[src/rtl/tc_pkg.sv]
`default_nettype none
// ============================================================================
// Module      : tc_pkg
// Description : Shared light codes, lane state encoding and light-code
//               legality helper for the traffic-light street model.
// Revision    : 1.0 - initial release
// ============================================================================
package tc_pkg;

    // One-hot light codes driven by the controller
    localparam logic [2:0] TC_GREEN  = 3'b100;
    localparam logic [2:0] TC_YELLOW = 3'b010;
    localparam logic [2:0] TC_RED    = 3'b001;

    // Per-street lane state: STOP holds cars, GO lets them depart
    typedef enum logic [0:0] {
        LANE_STOP = 1'b0,
        LANE_GO   = 1'b1
    } lane_state_t;

    // A light code is legal only when it is exactly one of the three colours
    function automatic logic tc_light_legal(input logic [2:0] code);
        return (code == TC_GREEN) || (code == TC_YELLOW) || (code == TC_RED);
    endfunction

endpackage : tc_pkg
`default_nettype wire

[src/rtl/tc_lane_queue.sv]
`default_nettype none
// ============================================================================
// Module      : tc_lane_queue
// Description : One street lane: saturating car queue, lane STOP/GO FSM with
//               a departure timer, and a one-cycle drop pulse when an arrival
//               hits a full queue.
// Revision    : 1.0 - initial release
// ============================================================================
module tc_lane_queue
    import tc_pkg::*;
#(
    parameter int QW         = 4,
    parameter int DEPART_CYC = 2
) (
    input  logic          CLK,
    input  logic          R,
    input  logic          i_arrival,
    input  logic          i_green,
    input  logic          i_freeze,
    output logic [QW-1:0] o_q,
    output logic          o_t,
    output logic          o_drop
);

    localparam logic [QW-1:0] c_q_max      = '1;
    localparam logic [QW-1:0] c_q_one      = QW'(1);
    localparam logic [7:0]    c_timer_last = 8'(DEPART_CYC - 1);

    lane_state_t   r_state;
    lane_state_t   w_state_nxt;
    logic [7:0]    r_timer;
    logic [7:0]    w_timer_nxt;
    logic [QW-1:0] r_q;
    logic [QW-1:0] w_q_nxt;
    logic          r_drop;
    logic          w_drop_nxt;
    logic          w_eligible;
    logic          w_depart;

    // Cars may move only on green, with something queued, and no fault
    assign w_eligible = i_green && (r_q != '0) && !i_freeze;

    // Lane FSM and departure timer: a car leaves after DEPART_CYC GO cycles
    always_comb begin
        w_state_nxt = r_state;
        w_timer_nxt = r_timer;
        w_depart    = 1'b0;
        case (r_state)
            LANE_STOP: begin
                w_timer_nxt = 8'd0;
                if (w_eligible) begin
                    w_state_nxt = LANE_GO;
                end
            end
            LANE_GO: begin
                if (!w_eligible) begin
                    // Leaving green, empty queue or fault: discard progress
                    w_state_nxt = LANE_STOP;
                    w_timer_nxt = 8'd0;
                end else if (r_timer == c_timer_last) begin
                    w_depart    = 1'b1;
                    w_timer_nxt = 8'd0;
                end else begin
                    w_timer_nxt = r_timer + 8'd1;
                end
            end
            default: begin
                w_state_nxt = LANE_STOP;
                w_timer_nxt = 8'd0;
            end
        endcase
    end

    // Saturating queue: simultaneous arrival and departure cancel out
    always_comb begin
        w_q_nxt    = r_q;
        w_drop_nxt = 1'b0;
        if (i_arrival && !w_depart) begin
            if (r_q != c_q_max) begin
                w_q_nxt = r_q + c_q_one;
            end else begin
                w_drop_nxt = 1'b1;
            end
        end else if (w_depart && !i_arrival) begin
            w_q_nxt = r_q - c_q_one;
        end
    end

    // State, timer, queue and drop registers
    always_ff @(posedge CLK or negedge R) begin
        if (!R) begin
            r_state <= LANE_STOP;
            r_timer <= 8'd0;
            r_q     <= '0;
            r_drop  <= 1'b0;
        end else begin
            r_state <= w_state_nxt;
            r_timer <= w_timer_nxt;
            r_q     <= w_q_nxt;
            r_drop  <= w_drop_nxt;
        end
    end

    assign o_q    = r_q;
    assign o_t    = (r_q != '0);
    assign o_drop = r_drop;

endmodule : tc_lane_queue
`default_nettype wire

[config.mk]
export PLATFORM = sky130hd
export DESIGN_NAME = tc_lane_queue
export DESIGN_NICKNAME = d
export VERILOG_FILES = /design/src/rtl/tc_pkg.sv /design/src/rtl/tc_lane_queue.sv
export SDC_FILE = /design/constraint.sdc
export NUM_CORES = 1
export LEC_CHECK = 0
export ABC_CLOCK_PERIOD_IN_PS = 2500
export CORE_MARGIN = 2
export CORE_UTILIZATION = 30
export CTS_BUF_LIST = sky130_fd_sc_hd__clkbuf_8 sky130_fd_sc_hd__clkbuf_16
export DETAILED_ROUTE_END_ITERATION = 10
export PLACE_DENSITY = 0.54
export SYNTH_ARGS = -nofsm -noshare
export SYNTH_HDL_FRONTEND = slang
export SYNTH_SLANG_ARGS = --single-unit
export TNS_END_PERCENT = 30
[constraint.sdc]
create_clock -name CLK -period 2.5 [get_ports CLK]
set_clock_uncertainty 0.2 [all_clocks]
set_input_delay 0.5 -clock CLK [delete_from_list [all_inputs] [get_ports CLK]]
set_output_delay 0.5 -clock CLK [all_outputs]
set_load 0.02 [all_outputs]
# Word-level counts from Yosys, hierarchy flattened
# Cells that the tools add are included.
dict set report totals {
  out_inout_bits 6
  input_bits 5
  memories 0
  word_cells 33
  latch_bits 0
  regBits 14
  romBits 0
  ram_bits 0
}
dict set report op_classes {
  reduce_logical 10
  n_lt_le_gt_ge 0
  n_mux 12
  bitwise_logic 1
  add_sub_neg 3
  div_mod_pow 0
  n_mul 0
  eq_ne 3
  shift 0
}
# operator count
set op_table {}
lappend op_table {{$mux W8} 2}
lappend op_table {{$pmux W8 S2} 1}
lappend op_table {{$mux W4} 3}
lappend op_table {{$add A8 B1 Y8 const B} 1}
lappend op_table {{$eq A8 B1 Y1 const B} 1}
lappend op_table {{$mux W1} 6}
lappend op_table {{$add A4 B1 Y4 const B} 1}
lappend op_table {{$logic_and A1 B1 Y1} 4}
lappend op_table {{$ne A4 B4 Y1 const B} 1}
lappend op_table {{$reduce_bool A4 Y1} 1}
lappend op_table {{$sub A4 B1 Y4 const B} 1}
lappend op_table {{$logic_not A1 Y1} 3}
lappend op_table {{$ne A2 B1 Y1 const B} 1}
lappend op_table {{$reduce_and A2 Y1} 1}
lappend op_table {{$reduce_bool A2 Y1} 1}
lappend op_table {{$not A1 Y1} 1}

# Depth between registers and ports, before layout
dict set report depth {
  depth_word 9
  ltp_mapped 11
  ltp_nobuf 11
}

# Worst setup path after synthesis
# No wires, ideal clock.
dict set report synth_timing {
  kind {register to register}
  from {register r_q[0], in the netlist o_q[0]}
  to {register r_q[3], in the netlist o_q[3]}
  path_slack_ns -0.282
  arrival_time_ns 2.452
  stages_incl_launch_ff 10
  required_time_ns 2.169
  synth_period_minus_slack_ns 2.782
  setup_time_ns 0.131
  path_buffers 0
  cell_sequence {dfrtp_1 -> or4_4 -> nand4b_2 -> o21ai_0 -> ha_1 -> a21o_2 -> a21oi_1 -> nor2b_1 -> mux2i_1 -> xnor2_1}
}
dict set report synth_via {
  elab_chain_cells 9
  elab_cells_between_ends 17
  cone_classes {add/sub (2); eq/ne (2); mux (5); reduce/logical (8)}
}
# element line
set synth_rtl {}
lappend synth_rtl {{start, declared} tc_lane_queue.sv:33} ;# logic [QW-1:0] r_q;
lappend synth_rtl {{start signal, assigned} tc_lane_queue.sv:99} ;# r_q <= w_q_nxt;
lappend synth_rtl {{$reduce_bool A4 Y1 (*)} n/a}
lappend synth_rtl {{net o_t} tc_lane_queue.sv:21} ;# output logic o_t,
lappend synth_rtl {{$logic_and A1 B1 Y1 (*) (2 in a row)} tc_lane_queue.sv:41} ;# assign w_eligible = i_green && (r_q != '0) && !i_freeze;
lappend synth_rtl {{$mux W1 (*)} tc_lane_queue.sv:56} ;# if (!w_eligible) begin
lappend synth_rtl {{$mux W1 (*)} tc_lane_queue.sv:48} ;# case (r_state)
lappend synth_rtl {{$logic_not A1 Y1} tc_lane_queue.sv:78} ;# if (i_arrival && !w_depart) begin
lappend synth_rtl {{$logic_and A1 B1 Y1} tc_lane_queue.sv:78}
lappend synth_rtl {{$ne A2 B1 Y1 (no source line) or $reduce_bool A2 Y1 (tied branches)} n/a}
lappend synth_rtl {{$reduce_and A2 Y1 (no source line)} n/a}
# Mark *: on every way through the listed nets, which the timed path passes. The rest lies on a longest branch. The select of a mux whose other input is x is not followed.
# A chain may end at the register's enable or synchronous reset.

# Worst setup path in the final report
dict set report layout_timing {
  from {register r_q[1], in the netlist o_q[1]}
  to {register r_q[3], in the netlist o_q[3]}
}
dict set report layout_via {
  elab_chain_cells 9
  elab_cells_between_ends 17
  cone_classes {add/sub (2); eq/ne (2); mux (5); reduce/logical (8)}
}
# element line
set layout_rtl {}
lappend layout_rtl {{$reduce_bool A4 Y1} tc_lane_queue.sv:41}
lappend layout_rtl {{$logic_and A1 B1 Y1 (2 in a row)} tc_lane_queue.sv:41}
lappend layout_rtl {{$mux W1} tc_lane_queue.sv:56}
lappend layout_rtl {{$mux W1} tc_lane_queue.sv:48}
lappend layout_rtl {{$logic_not A1 Y1} tc_lane_queue.sv:78}
lappend layout_rtl {{$logic_and A1 B1 Y1} tc_lane_queue.sv:78}
lappend layout_rtl {{$ne A2 B1 Y1 (no source line) or $reduce_bool A2 Y1 (tied branches)} n/a}
lappend layout_rtl {{$reduce_and A2 Y1 (no source line)} n/a}
# Parallel ways exist; a longest one is shown, timed or not. The select of a mux whose other input is x is not followed.

==> qor.yml <==
status: "completed"
numCtsBuffers: 3
fp.dieArea_um2: 2860
synth_flop_cell: "dfrtp_1"
powerDensity_nw_per_um2: 908
grt_max_degree: 15
antenna_found_initial: 0
vias: 531
synth.distinct_cells: 23
peakVddDrop_v: 0.000726
final_hold_viol_count: 0
synthMuxAreaShare_pct: 7.51
ys_warn_count: 0
top_level_ports: 11
rows: 17
synth_top_family_by_area: "simple AND/OR/NAND/NOR gates"
synthTopCellsByArea: "dfrtp_1 48%, xor2_1 7.2%, ha_1 6.8%, mux2_4 6.1%, nor2_1 5.1%"
synthAdderAreaFrac_pct: 9.56
io_buffers: 10
timing.rr.end: "o_q[3]$_DFFE_PN0P_"
holdPathStages: 2
grt_pass1_vias: 567
post-place-ws_ns: -0.0437
die_y_um: 53.4
finalHoldWorstSlack_ns: 0.346
yosys-top-cells-count: "14 x dfrtp_1, 10 x nor2_1, 6 x nand3_1, 6 x xor2_1, 4 x ha_1"
synth_top_cell_by_area: "dfrtp_1"
worstPathCellList: "or4_4 -> nand4b_4 -> o21ai_4 -> ha_1 -> a21o_2 -> a21oi_2 -> nor2b_1 -> mux2i_1 -> xnor2_1"
hold_path.class: "reg -> reg"
synth_edf_count: 0
maxCapViolations: 0
tns_ns: 0
hpwl_um: 1080
fin_crit_ns: 2.41
setup_violations: 0
cts_tree: "done"
max_freq_ghz: 0.414
ant_nets: 0
synth_top_area_share_pct: 47.8
clock_latency_ns: 0.24
reg2reg_depth: 9
design_area_um2: 1050
hp-start: "r_timer[0]$_DFF_PN0_"
coreArea_um2: 2250
grt_usage_pct: 12.0
synth-simple-area-share_pct: 21.3
synth.most_common_cell: "dfrtp_1"
path_max_fanout: 3
finalWorstSetupSlack_ns: 0.0874
fin_crit_sh_pct: 96.5
synth-async-reset-ratio_pct: 100
syn_nets: 74
holdPathEnd: "r_timer[1]$_DFF_PN0_"
critPathLaunchType: "flip-flop"
place_area_um2: 977
synth.cell_area_um2: 733
gp_congestion: 0.645
rsz0062_at_grt: "false"
endpoint_kind: "flip-flop"
synth_compound_area_share_pct: 2.56
tightestPinTransition_ns: 0.638
drive_above_1_share_pct: 32.6
grt_first_pass_wirelength_um: 2450
clk_pin_slew_ns: 0.06
ys_seq_area_share_pct: 47.8
wl_per_cell_um: 12.6
multi_input_comb_area_um2: 422
worstSetupPathType: "reg -> reg"
via_per_inst: 4.54
drt-total-wl_um: 1470
leakage_nw: 0.461
initial_core_util_pct: 32.5
utilization_pct: 46.7
fillers: 225
slew_violations: 0
regArea_um2: 353
r2r_setup_slack_ns: 0.09
area_growth_pct: 43.7
grt-ovfl-total: 0
arrival_ns: 2.34
dr.pass1.iters: 4
nets: 100
synth-seq-cells: 14
cts_buffer_depth: 2
avgSynthCellArea_um2: 11.5
hold_buffers: 0
clock-sinks: 14
antenna_cells: 0
r2r_start: "o_q[1]$_DFFE_PN0P_"
cp_slowest_cell: "or4_4"
relSlewSlack_pct: 57.3
max_stage_delay_ns: 0.56
synth-xor-area-share_pct: 10.8
crit_required_ns: 2.43
drc_errors: 0
synthCells: 64
clockRootBuffer: "clkbuf_8"
cts_max_level: 1
die_w_um: 53.4
drt-initial-drc-count: 8
-- sequential cells by signal, indices dropped and copies added (netlist names) --
name,cells
o_q,4
o_drop,1
r_timer,8
r_state,1
-- routing by layer --
layer	vias up	track usage, %	share of wire, %
met5	-	0	0
met4	0	2.56	0.41
met3	2	3.67	4.1
met2	10	21.4	49
met1	249	13.8	46
li1	270	-	-
-- worst max-delay path by stage --
| stage | startpoint | endpoint | cells after the start |
|---|---|---|---|
| 5_1_grt | o_q[1]$_DFFE_PN0P_ | o_q[3]$_DFFE_PN0P_ | 9 |
| 6_report | o_q[1]$_DFFE_PN0P_ | o_q[3]$_DFFE_PN0P_ | 9 |
| 4_1_cts | o_q[1]$_DFFE_PN0P_ | o_t | 2 |
| 3_3_place_gp | i_green | o_q[3]$_DFFE_PN0P_ | 9 |
| 3_5_place_dp | i_green | o_q[3]$_DFFE_PN0P_ | 9 |
| 2_1_floorplan | o_q[1]$_DFFE_PN0P_ | o_q[3]$_DFFE_PN0P_ | 9 |
-- stage by stage --
stage          total power, mW  instances
6_report                 0.957        117
4_1_cts                  0.959        117
3_3_place_gp             0.727        113
2_1_floorplan            0.547         64
5_1_grt                   1.02        117
3_5_place_dp             0.732        113
-- layout make-up --
| type | instances | area share [%] |
|---|---|---|
| Multi-Input combinational cell | 49 | 40.0 |
| Sequential cell | 14 | 33.5 |
| Timing Repair Buffer | 21 | 17.6 |
| Clock buffer | 4 | 5.23 |
| Tap cell | 28 | 3.33 |
| Inverter | 1 | 0.356 |
-- logic make-up (layout without fill, tap and decap cells) --
kind of cell               Yosys count  in the layout
and+or+nand+nor                     28             28
DFF                                 14             14
xor gates and xnor gates             9              9
adders and majority gates            5              5
muxes                                4              4
AOI/OAI and AO/OA                    3              3
buffers and inverters                1             26
-- timing repair --
item / CTS / global route
setup endpoints to repair: 0 / 2
setup buffers: 0 / 0
resized for setup: 0 / 3
hold endpoints to repair: 0 / 0
-- worst max-delay path, delay by kind of cell (launching register included) --
family,cells,cell delay [ns]
adders and majority gates,1,0.26
DFF,1,0.40
muxes,1,0.10
and+or+nand+nor,3,0.83
xor gates and xnor gates,1,0.13
AOI/OAI and AO/OA,3,0.38
-- placed cells by master, fill, tap and decap left out, types with 2 or more instances in the layout --
| cell | synthesis | final |
|---|---|---|
| and3_1 | 2 | 2 |
| buf_4 | 0 | 11 |
| clkbuf_8 | 0 | 4 |
| clkdlybuf4s50_1 | 0 | 9 |
| dfrtp_1 | 14 | 12 |
| dfrtp_2 | 0 | 2 |
| ha_1 | 4 | 3 |
| mux2_4 | 3 | 3 |
| nand2_1 | 2 | 2 |
| nand3_1 | 6 | 6 |
| nor2_1 | 10 | 10 |
| xnor2_1 | 3 | 3 |
| xor2_1 | 6 | 6 |
-- report_power, final --
part	switching (mW)	internal [mW]
Sequential	0.0224	0.270
Combinational	0.202	0.244
Clock	0.0785	0.139
(Power assumes the default switching activity.)
